<file path="src/rtl/lfsr_core.sv">
// Fibonacci XNOR LFSR (NUM_BITS = 3..32) with seed load and sequence-complete flag.
// Optional macro LFSR_LOCKUP_RECOVERY_EN forces the all-ones lockup state back to zero.
module lfsr_core #(
  parameter int NUM_BITS = 8
) (
  input  logic                i_Clk,
  input  logic                i_Rst,
  input  logic                i_Enable,
  input  logic                i_Seed_DV,
  input  logic [NUM_BITS-1:0] i_Seed_Data,
  output logic [NUM_BITS-1:0] o_LFSR_Data,
  output logic                o_LFSR_Done
);

  logic [NUM_BITS-1:0] lfsr_r;
  logic                feedback_s;

  // XAPP052 maximal-length taps; XNOR keeps all-zeros legal and makes all-ones the lockup state
  generate
    case (NUM_BITS)
      3:  begin : g_taps assign feedback_s = ~(lfsr_r[2] ^ lfsr_r[1]); end
      4:  begin : g_taps assign feedback_s = ~(lfsr_r[3] ^ lfsr_r[2]); end
      5:  begin : g_taps assign feedback_s = ~(lfsr_r[4] ^ lfsr_r[2]); end
      6:  begin : g_taps assign feedback_s = ~(lfsr_r[5] ^ lfsr_r[4]); end
      7:  begin : g_taps assign feedback_s = ~(lfsr_r[6] ^ lfsr_r[5]); end
      8:  begin : g_taps assign feedback_s = ~(lfsr_r[7] ^ lfsr_r[5] ^ lfsr_r[4] ^ lfsr_r[3]); end
      9:  begin : g_taps assign feedback_s = ~(lfsr_r[8] ^ lfsr_r[4]); end
      10: begin : g_taps assign feedback_s = ~(lfsr_r[9] ^ lfsr_r[6]); end
      11: begin : g_taps assign feedback_s = ~(lfsr_r[10] ^ lfsr_r[8]); end
      12: begin : g_taps assign feedback_s = ~(lfsr_r[11] ^ lfsr_r[5] ^ lfsr_r[3] ^ lfsr_r[0]); end
      13: begin : g_taps assign feedback_s = ~(lfsr_r[12] ^ lfsr_r[3] ^ lfsr_r[2] ^ lfsr_r[0]); end
      14: begin : g_taps assign feedback_s = ~(lfsr_r[13] ^ lfsr_r[4] ^ lfsr_r[2] ^ lfsr_r[0]); end
      15: begin : g_taps assign feedback_s = ~(lfsr_r[14] ^ lfsr_r[13]); end
      16: begin : g_taps assign feedback_s = ~(lfsr_r[15] ^ lfsr_r[14] ^ lfsr_r[12] ^ lfsr_r[3]); end
      17: begin : g_taps assign feedback_s = ~(lfsr_r[16] ^ lfsr_r[13]); end
      18: begin : g_taps assign feedback_s = ~(lfsr_r[17] ^ lfsr_r[10]); end
      19: begin : g_taps assign feedback_s = ~(lfsr_r[18] ^ lfsr_r[5] ^ lfsr_r[1] ^ lfsr_r[0]); end
      20: begin : g_taps assign feedback_s = ~(lfsr_r[19] ^ lfsr_r[16]); end
      21: begin : g_taps assign feedback_s = ~(lfsr_r[20] ^ lfsr_r[18]); end
      22: begin : g_taps assign feedback_s = ~(lfsr_r[21] ^ lfsr_r[20]); end
      23: begin : g_taps assign feedback_s = ~(lfsr_r[22] ^ lfsr_r[17]); end
      24: begin : g_taps assign feedback_s = ~(lfsr_r[23] ^ lfsr_r[22] ^ lfsr_r[21] ^ lfsr_r[16]); end
      25: begin : g_taps assign feedback_s = ~(lfsr_r[24] ^ lfsr_r[21]); end
      26: begin : g_taps assign feedback_s = ~(lfsr_r[25] ^ lfsr_r[5] ^ lfsr_r[1] ^ lfsr_r[0]); end
      27: begin : g_taps assign feedback_s = ~(lfsr_r[26] ^ lfsr_r[4] ^ lfsr_r[1] ^ lfsr_r[0]); end
      28: begin : g_taps assign feedback_s = ~(lfsr_r[27] ^ lfsr_r[24]); end
      29: begin : g_taps assign feedback_s = ~(lfsr_r[28] ^ lfsr_r[26]); end
      30: begin : g_taps assign feedback_s = ~(lfsr_r[29] ^ lfsr_r[5] ^ lfsr_r[3] ^ lfsr_r[0]); end
      31: begin : g_taps assign feedback_s = ~(lfsr_r[30] ^ lfsr_r[27]); end
      32: begin : g_taps assign feedback_s = ~(lfsr_r[31] ^ lfsr_r[21] ^ lfsr_r[1] ^ lfsr_r[0]); end
      default: begin : g_taps_illegal
        $error("lfsr_core: NUM_BITS=%0d outside legal range 3..32", NUM_BITS);
        assign feedback_s = 1'b0;
      end
    endcase
  endgenerate

  // State register: reset beats seed load, seed load beats lockup recovery and shift
  always_ff @(posedge i_Clk or posedge i_Rst) begin
    if (i_Rst) begin
      lfsr_r <= {NUM_BITS{1'b0}};
    end else if (i_Seed_DV) begin
      lfsr_r <= i_Seed_Data;
`ifdef LFSR_LOCKUP_RECOVERY_EN
    end else if (lfsr_r == {NUM_BITS{1'b1}}) begin
      lfsr_r <= {NUM_BITS{1'b0}};
`endif
    end else if (i_Enable) begin
      lfsr_r <= {lfsr_r[NUM_BITS-2:0], feedback_s};
    end else begin
      lfsr_r <= lfsr_r;
    end
  end

  assign o_LFSR_Data = lfsr_r;
  // Compared against the live seed input, so the flag tracks seed changes without a cycle of lag
  assign o_LFSR_Done = (lfsr_r == i_Seed_Data);

endmodule

</file>
<file path="config.mk">
export PLATFORM = sky130hd
export DESIGN_NAME = lfsr_core
export DESIGN_NICKNAME = d
export VERILOG_FILES = /design/src/rtl/lfsr_core.sv
export SDC_FILE = /design/constraint.sdc
export NUM_CORES = 1
export LEC_CHECK = 0
export ABC_AREA = 1
export CAP_MARGIN = 10
export CELL_PAD_IN_SITES_DETAIL_PLACEMENT = 0
export CELL_PAD_IN_SITES_GLOBAL_PLACEMENT = 1
export CORE_UTILIZATION = 30
export DETAILED_ROUTE_END_ITERATION = 10
export GPL_TIMING_DRIVEN = 0
export PLACE_DENSITY_LB_ADDON = 0.1
export SYNTH_ARGS = -nofsm -noshare
export SYNTH_HDL_FRONTEND = slang
export SYNTH_SLANG_ARGS = --single-unit
</file>
<file path="constraint.sdc">
create_clock -name i_Clk -period 1.6 [get_ports i_Clk]
set_input_delay 0.16 -clock i_Clk [delete_from_list [all_inputs] [get_ports i_Clk]]
set_output_delay 0.16 -clock i_Clk [all_outputs]
set_load 0.01 [all_outputs]
</file>
==> metrics.csv, run 1 <==
stage,metric,value,unit
outcome,status,completed,
worst_setup_path,critPathRequiredTime,1.44,ns
die,row_count,15,
power_and_ir_drop,pwr-share-clk,0.247,
worst_setup_path,critPathSlowestCell,clkdlybuf4s50_1,
drt,vias,628,
final_layout,seq_area,203,um2
worst_setup_path,cp_cell_sequence,"buf_4, clkdlybuf4s50_1",
drt,ant_nets,0,
timing,relSlewSlack,0.787,
placement,io_buffers,19,
final_layout,mostFrequentLayoutCells,"nand2_1, clkdlybuf4s50_1, inv_1, nor2_1",
worst_setup_path,cp.arrival,1.29,ns
final_layout,layout_commonest_cell,nand2_1,
power_and_ir_drop,peakVddDrop,0.533,mV
placement,place_inst,137,
timing,timing.final.ws_setup,0.147,ns
yosys,synthesis.nets,105,
power_and_ir_drop,p_sw,198,uW
die,io_pins,21,
final_layout,area_delta_synth_final,46.2,%
global_route,grt_use_met2,0.246,
global_route,grt-ovfl-total,0,
final_layout,n_fill_cell,209,
drt,drtIter0Drc,27,
global_route,grt_max_degree,10,
worst_setup_path,r2r_start,o_LFSR_Data[3],
worst_setup_path,path_max_fanout,4,
die,dieHeight,45.7,um
die,die-width,45.7,um
cts,cts-buffers-inserted,3,
cts,cts-root-buf,clkbuf_4,
worst_setup_path,endpoint_kind,primary output,
final_layout,n_antenna_cell,0,
timing,hold_viol,0,
worst_setup_path,critPathLaunchType,flip-flop,
timing,finalMaxSlewViolations,0,
global_route,grtUsageMet1,0.226,
placement,gp_congestion,0.758,
cts,clkTransAtPathRegs,0.05,ns
yosys,syn_area,572,um2
power_and_ir_drop,p_leak,0.000447,uW
yosys,avgSynthCellArea,6.15,um2
drt,drt-total-wl,1.40,mm
timing,worst_slew_pin_slew,0.319,ns
placement,dp_worst_setup_slack,-0.217,ns
final_layout,drive_gt1_frac,0.127,
timing,rsz0062_at_grt,false,
timing,hold_slack,0.157,ns
power_and_ir_drop,p_comb_frac,0.345,
die,start_util,0.324,
yosys,synthCells,93,
timing,period_share,0.908,
placement,hpwlAfterDp,1.05,mm
global_route,grtUsageMet3,0.0476,
drt,wl_per_cell,9.80,um
cts,ctsHoldBuffers,0,
worst_setup_path,worstSetupPathType,reg2out,
cts,cts_tree,yes,
die,die_area,2080,um2
final_layout,fin_nets,132,
yosys,synth.distinct_cells,12,
yosys,seq_area_frac_synth,0.350,
global_route,antenna_found_initial,0,
timing,final.min_clock_period,1.45,ns
yosys,synth_seq_cells,8,
cts,clock-sinks,8,
timing,fmax,688,MHz
final_layout,multi_input_area,297,um2
global_route,first_global_vias,575,
power_and_ir_drop,switching_share,0.319,
final_layout,largest_register_ffs,8,
power_and_ir_drop,internal-power,422,uW
drt,vias_per_cell,4.39,
global_route,grt_pass1_wl,2.42,mm
yosys,yosys_warnings,0,
cts,clock_latency,0.25,ns
drt,drc,0,
timing,setup_viol_count_final,0,
global_route,busiest_layer,met2,
final_layout,fin_cells,143,
cts,htreeDepth,1,
timing,finClkSkew,0.00111,ns
power_and_ir_drop,pwr-share-seq,0.407,
final_layout,postLayoutCellArea,836,um2
drt,drt-pass1-iter-count,4,
worst_setup_path,cpPeakStageDelay,0.52,ns
placement,post_dp_cell_area,793,um2
global_route,grt_usage,0.162,
job,cap_violations,0,
cts,clockBufferDepth,2,
worst_setup_path,r2r_setup_slack,0.65,ns
worst_setup_path,reg2reg_to,o_LFSR_Data[0],
die,coreArea,1760,um2
worst_setup_path,r2r_cells,6,
min_path,hold_class,in2async,
power_and_ir_drop,power.density,742,nW/um2
synth_stat cells (all sizes together):
master / count / area (um2)
a22oi: 6 / 45.0
buf: 1 / 11.3
dfrtp: 8 / 200
inv: 17 / 63.8
nand2: 43 / 164
nand3: 2 / 10.0
nor2: 10 / 45.0
o211ai: 1 / 7.51
o21ai: 5 / 25.0
critical path, delay by kind of cell, from the launching register on:
kind,cells,cell delay [ns]
buffers and inverters,2,0.66
flip-flops,1,0.39
kinds of logic (layout without fill, tap and decap cells):
group           after synthesis  in the layout  share of synthesized area
compound gates               12             12                      0.136
flops                         8              8                      0.350
buf+inv                      18             43                      0.131
simple gates                 55             55                      0.383
what timing repair did:
item / 4_1_cts / 5_1_grt
buffers inserted: 3 / 0
resized for setup: 2 / 3
setup endpoints to repair: 1 / 1
per-stage QoR:
step | setup TNS (ns) | power, uW | utilization
floorplan | 0 | 359 | -
global placement | -0.213 | 456 | 0.450
global route | 0 | 669 | 0.474
detailed placement | -0.217 | 458 | 0.450
finish | 0 | 620 | 0.474
CTS | 0 | 626 | 0.475
per-layer routing:
layer	vias to the layer above	part of all wire
met5	-	0
met4	0	0
met3	0	0.037
met2	14	0.47
met1	278	0.49
li1	336	-
power by group through the flow:
| stage | sequential [uW] | combinational [uW] | clock, uW |
|---|---|---|---|
| 6_report | 252 | 214 | 153 |
| 5_1_grt | 256 | 244 | 170 |
| 3_3_place_gp | 257 | 199 | 0 |
| 3_5_place_dp | 257 | 201 | 0 |
| 2_1_floorplan | 263 | 95.5 | 0 |
| 4_1_cts | 252 | 216 | 158 |
how the worst max path moves through the flow:
| stage | slack, ns | cells after the start | endpoint | start |
|---|---|---|---|---|
| after floorplan | 0.52 | 6 | o_LFSR_Done | o_LFSR_Data[3] |
| after global placement | -0.21 | 8 | o_LFSR_Done | i_Seed_Data[7] |
| after detailed placement | -0.22 | 8 | o_LFSR_Done | i_Seed_Data[7] |
| after CTS | 0.02 | 7 | o_LFSR_Done | o_LFSR_Data[4] |
| after global routing | 0.05 | 7 | o_LFSR_Done | o_LFSR_Data[4] |
| final | 0.15 | 2 | o_LFSR_Data[4] | o_LFSR_Data[4] |
area by class of cell:
type	instances	area share
timing repair buffer	22	0.249
multi-input combinational	67	0.355
buffer	1	0.0135
tap	25	0.0374
clock buffer	3	0.0269
inverter	17	0.0763
sequential	8	0.243
Note: power is estimated with default switching activity, not from simulation.
==> run 2: changes to the inputs <==
CORE_MARGIN = 3   (was not set)
==> metrics.csv, run 2 (synthesized netlist as in run 1, its figures left out) <==
stage,metric,value,unit
outcome,status,completed,
placement,post_dp_cell_area,793,um2
drt,wl_per_cell,9.96,um
die,coreArea,1760,um2
final_layout,fin_cells,144,
placement,gp_congestion,0.790,
timing,finalMaxSlewViolations,0,
worst_setup_path,startpoint,o_LFSR_Data[4],
global_route,grt_max_degree,10,
global_route,grt-ovfl-total,0,
min_path,hold_class,in2async,
drt,drt-total-wl,1.43,mm
final_layout,n_fill_cell,208,
die,start_util,0.324,
placement,io_buffers,19,
worst_setup_path,path_max_fanout,4,
worst_setup_path,cpMostUsedCell,buf_4,
cts,htreeDepth,1,
final_layout,postLayoutCellArea,843,um2
worst_setup_path,cpPeakStageDelay,0.47,ns
final_layout,mostFrequentLayoutCells,"nand2_1, clkdlybuf4s50_1, inv_1, nor2_1",
worst_setup_path,r2r_start,o_LFSR_Data[4],
timing,rsz0062_at_grt,false,
drt,drc,0,
final_layout,n_antenna_cell,0,
timing,period_share,0.972,
placement,place_inst,137,
timing,hold_viol,0,
timing,setup_viol_count_final,0,
power_and_ir_drop,power.density,743,nW/um2
final_layout,drive_gt1_frac,0.134,
drt,vias,635,
cts,clock-sinks,8,
die,io_pins,21,
die,die-width,49.7,um
global_route,first_global_vias,549,
placement,hpwlAfterDp,1.07,mm
worst_setup_path,r2r_cells,7,
worst_setup_path,critPathSlowestCell,clkdlybuf4s50_1,
die,dieHeight,49.7,um
cts,cts-root-buf,clkbuf_4,
worst_setup_path,critPathLaunchType,flip-flop,
drt,vias_per_cell,4.41,
cts,clkTransAtPathRegs,0.06,ns
cts,clock_latency,0.25,ns
worst_setup_path,cp.arrival,1.40,ns
timing,relSlewSlack,0.791,
timing,timing.final.ws_setup,0.0440,ns
worst_setup_path,endpoint_kind,primary output,
global_route,grt_pass1_wl,2.33,mm
global_route,antenna_found_initial,0,
final_layout,fin_nets,133,
job,cap_violations,0,
placement,dp_worst_setup_slack,-0.219,ns
cts,cts-buffers-inserted,3,
power_and_ir_drop,p_leak,0.000452,uW
drt,ant_nets,0,
timing,worst_slew_pin_slew,0.313,ns
worst_setup_path,r2r_setup_slack,0.56,ns
final_layout,largest_register_ffs,8,
die,row_count,15,
drt,drtIter0Drc,5,
worst_setup_path,cp_cell_sequence,"buf_4, buf_4, clkdlybuf4s50_1",
cts,cts_tree,yes,
cts,clockBufferDepth,2,
final_layout,layout_commonest_cell,nand2_1,
worst_setup_path,reg2reg_to,o_LFSR_Data[0],
power_and_ir_drop,peakVddDrop,0.543,mV
global_route,grt_usage,0.121,
timing,final.min_clock_period,1.56,ns
die,die_area,2470,um2
final_layout,area_delta_synth_final,47.5,%
timing,hold_slack,0.153,ns
drt,drt-pass1-iter-count,4,
timing,finClkSkew,0.00124,ns
worst_setup_path,worstSetupPathType,reg2out,
timing,fmax,643,MHz
worst_setup_path,crit_end,o_LFSR_Data[4],
power_and_ir_drop,total_power,626,uW
worst_setup_path,critPathRequiredTime,1.44,ns
[run 2: report_power, final]
| group | internal [uW] | switching [uW] | total (uW) | leakage (uW) |
|---|---|---|---|---|
| sequential | 225 | 26.3 | 251 | 0.0000951 |
| combinational | 114 | 106 | 220 | 0.000343 |
| clock | 85.9 | 68.5 | 154 | 0.0000138 |
| total | 425 | 201 | 626 | 0.000452 |
[run 2: routing by layer]
metal | up-vias | part of all wire | wire length, um | global-route usage
li1 | 338 | - | - | -
met1 | 275 | 0.49 | 703 | 0.167
met2 | 16 | 0.45 | 640 | 0.176
met3 | 6 | 0.054 | 77 | 0.0483
met4 | 0 | 0.0084 | 12 | 0.0276
met5 | - | 0 | 0 | 0
[run 2: through the flow]
step,util,TNS [ns]
5_1_grt,0.478,0
4_1_cts,0.472,0
3_5_place_dp,0.450,-0.219
6_report,0.478,0
3_3_place_gp,0.450,-0.215
2_1_floorplan,-,0
[run 2: timing repair]
item,in CTS,in global routing
endpoints found under the setup margin,1,1
setup buffers,2,2
hold buffers,0,0
pin swaps,0,0
resized for setup,3,2
[run 2: worst min path at each step]
stage               start        endpoint  slack, ns
floorplan           i_Rst  o_LFSR_Data[0]      -0.02
finish              i_Rst  o_LFSR_Data[0]       0.15
global placement    i_Rst  o_LFSR_Data[2]       0.42
CTS                 i_Rst  o_LFSR_Data[2]       0.16
detailed placement  i_Rst  o_LFSR_Data[2]       0.43
global route        i_Rst  o_LFSR_Data[1]       0.17
[run 2: layout make-up]
class	instances	area, um2	area share
buffer	1	11.3	0.0134
clock buffer	3	22.5	0.0267
inverter	17	63.8	0.0757
multi-input combinational	67	297	0.352
sequential	8	203	0.240
tap	25	31.3	0.0371
timing repair buffer	23	215	0.255
[run 2: worst max-delay path: cells and delay by family, from the launching register on]
kind                   cells  cell delay, ns
DFF                        1            0.41
buffers and inverters      3            0.74
==> run 3: changes to the inputs <==
PLACE_DENSITY = 0.89   (was not set)
PLACE_DENSITY_LB_ADDON = not set   (was 0.1)
TNS_END_PERCENT = 50   (was not set)
==> metrics.csv, run 3 (synthesized netlist as in run 1, its figures left out) <==
stage,metric,value,unit
timing,relSlewSlack,0.792,
drt,drt-total-wl,1.42,mm
global_route,busiest_layer,met2,
global_route,grtUsageMet1,0.178,
power_and_ir_drop,switching_share,0.322,
timing,finClkSkew,0.00631,ns
timing,final.min_clock_period,1.46,ns
worst_setup_path,cp.arrival,1.30,ns
timing,tns,0,ns
cts,clkTransAtPathRegs,0.06,ns
cts,cts-root-buf,clkbuf_4,
power_and_ir_drop,p_sw,201,uW
final_layout,n_antenna_cell,0,
drt,vias_per_cell,4.38,
final_layout,layout_commonest_cell,nand2_1,
placement,gp_congestion,0.743,
outcome,status,completed,
placement,hpwlAfterDp,1.12,mm
job,cap_violations,0,
cts,htreeDepth,1,
worst_setup_path,endpoint_kind,primary output,
power_and_ir_drop,pwr-share-clk,0.252,
drt,ant_nets,0,
die,row_count,15,
worst_setup_path,critPathRequiredTime,1.44,ns
timing,setup_viol_count_final,0,
worst_setup_path,path_max_fanout,4,
timing,rsz0062_at_grt,false,
global_route,grt_usage,0.130,
global_route,first_global_vias,588,
timing,hold_slack,0.149,ns
global_route,grt_max_degree,10,
timing,period_share,0.913,
global_route,grt-ovfl-total,0,
power_and_ir_drop,internal-power,422,uW
final_layout,mostFrequentLayoutCells,"nand2_1, clkdlybuf4s50_1, inv_1, nor2_1",
die,coreArea,1760,um2
cts,cts_tree,yes,
drt,vias,626,
drt,drc,0,
global_route,grt_use_met2,0.214,
die,dieHeight,49.7,um
power_and_ir_drop,total_power,623,uW
cts,clock_latency,0.25,ns
worst_setup_path,reg2reg_to,o_LFSR_Data[0],
power_and_ir_drop,p_comb_frac,0.345,
timing,fmax,684,MHz
timing,worst_slew_pin_slew,0.311,ns
power_and_ir_drop,pwr-share-seq,0.403,
worst_setup_path,r2r_start,o_LFSR_Data[3],
timing,hold_viol,0,
worst_setup_path,r2r_setup_slack,0.65,ns
final_layout,drive_gt1_frac,0.127,
worst_setup_path,worstSetupPathType,reg2out,
global_route,grtUsageMet3,0.0302,
power_and_ir_drop,power.density,745,nW/um2
cts,clock-sinks,8,
final_layout,area_delta_synth_final,46.2,%
final_layout,n_fill_cell,207,
timing,finalMaxSlewViolations,0,
placement,io_buffers,19,
final_layout,fin_nets,132,
drt,drtIter0Drc,24,
global_route,antenna_found_initial,0,
die,die_area,2470,um2
cts,ctsHoldBuffers,0,
drt,wl_per_cell,9.94,um
final_layout,largest_register_ffs,8,
min_path,hold_class,in2async,
die,io_pins,21,
power_and_ir_drop,p_leak,0.000447,uW
die,start_util,0.324,
drt,drt-pass1-iter-count,4,
cts,cts-buffers-inserted,3,
power_and_ir_drop,peakVddDrop,0.412,mV
global_route,grt_pass1_wl,2.55,mm
worst_setup_path,r2r_cells,6,
cts,clockBufferDepth,2,
worst_setup_path,critPathLaunchType,flip-flop,
die,die-width,49.7,um
[run 3: cell count changes in the layout (fill, tap and decap cells not counted)]
cell   delta
buf_4     -1
[run 3: worst max path at each step]
stage	start	endpoint	slack (ns)
3_5_place_dp	i_Seed_Data[7]	o_LFSR_Done	-0.26
5_1_grt	o_LFSR_Data[4]	o_LFSR_Done	0.006
3_3_place_gp	i_Seed_Data[7]	o_LFSR_Done	-0.21
2_1_floorplan	o_LFSR_Data[3]	o_LFSR_Done	0.52
4_1_cts	o_LFSR_Data[4]	o_LFSR_Done	0.005
6_report	o_LFSR_Data[4]	o_LFSR_Done	0.14
[run 3: power by group through the flow]
stage / combinational (uW) / clock (uW) / sequential, uW
floorplan: 95.5 / 0 / 263
global placement: 197 / 0 / 257
detailed placement: 201 / 0 / 258
CTS: 217 / 160 / 251
global route: 243 / 174 / 256
finish: 215 / 157 / 251
[run 3: layout make-up]
cell class,count,area (um2),area share
Tap cell,25,31.3,0.0374
Sequential cell,8,203,0.243
Clock buffer,3,22.5,0.0269
Multi-Input combinational cell,67,297,0.355
Timing Repair Buffer,22,208,0.249
Inverter,17,63.8,0.0763
Buffer,1,11.3,0.0135
[run 3: layer usage]
layer | wire (um) | share of wire
met1 | 684 | 0.48
met2 | 674 | 0.47
met3 | 63 | 0.044
met4 | 0 | 0
met5 | 0 | 0
[run 3: worst max-delay path: stages, from the launching register on]
cell and delay, ns:
dfrtp_1 0.38, inv_1 0.10, nand2_1 0.06, nand2_1 0.05
nor2_1 0.13, nand2_1 0.07, nor2_1 0.11, clkbuf_2 0.15
[run 3: stage by stage]
step / area (um2) / setup slack [ns] / cells / util
after floorplan: 572 / 0.525 / 93 / -
after global placement: 793 / -0.215 / 137 / 0.450
after detailed placement: 793 / -0.255 / 137 / 0.450
after CTS: 840 / 0.00476 / 143 / 0.476
after global routing: 836 / 0.00592 / 143 / 0.474
final: 836 / 0.139 / 143 / 0.474
[run 3: timing repair]
item,CTS,global route
resized for setup,3,2
buffers inserted,3,0
endpoints found under the setup margin,1,1
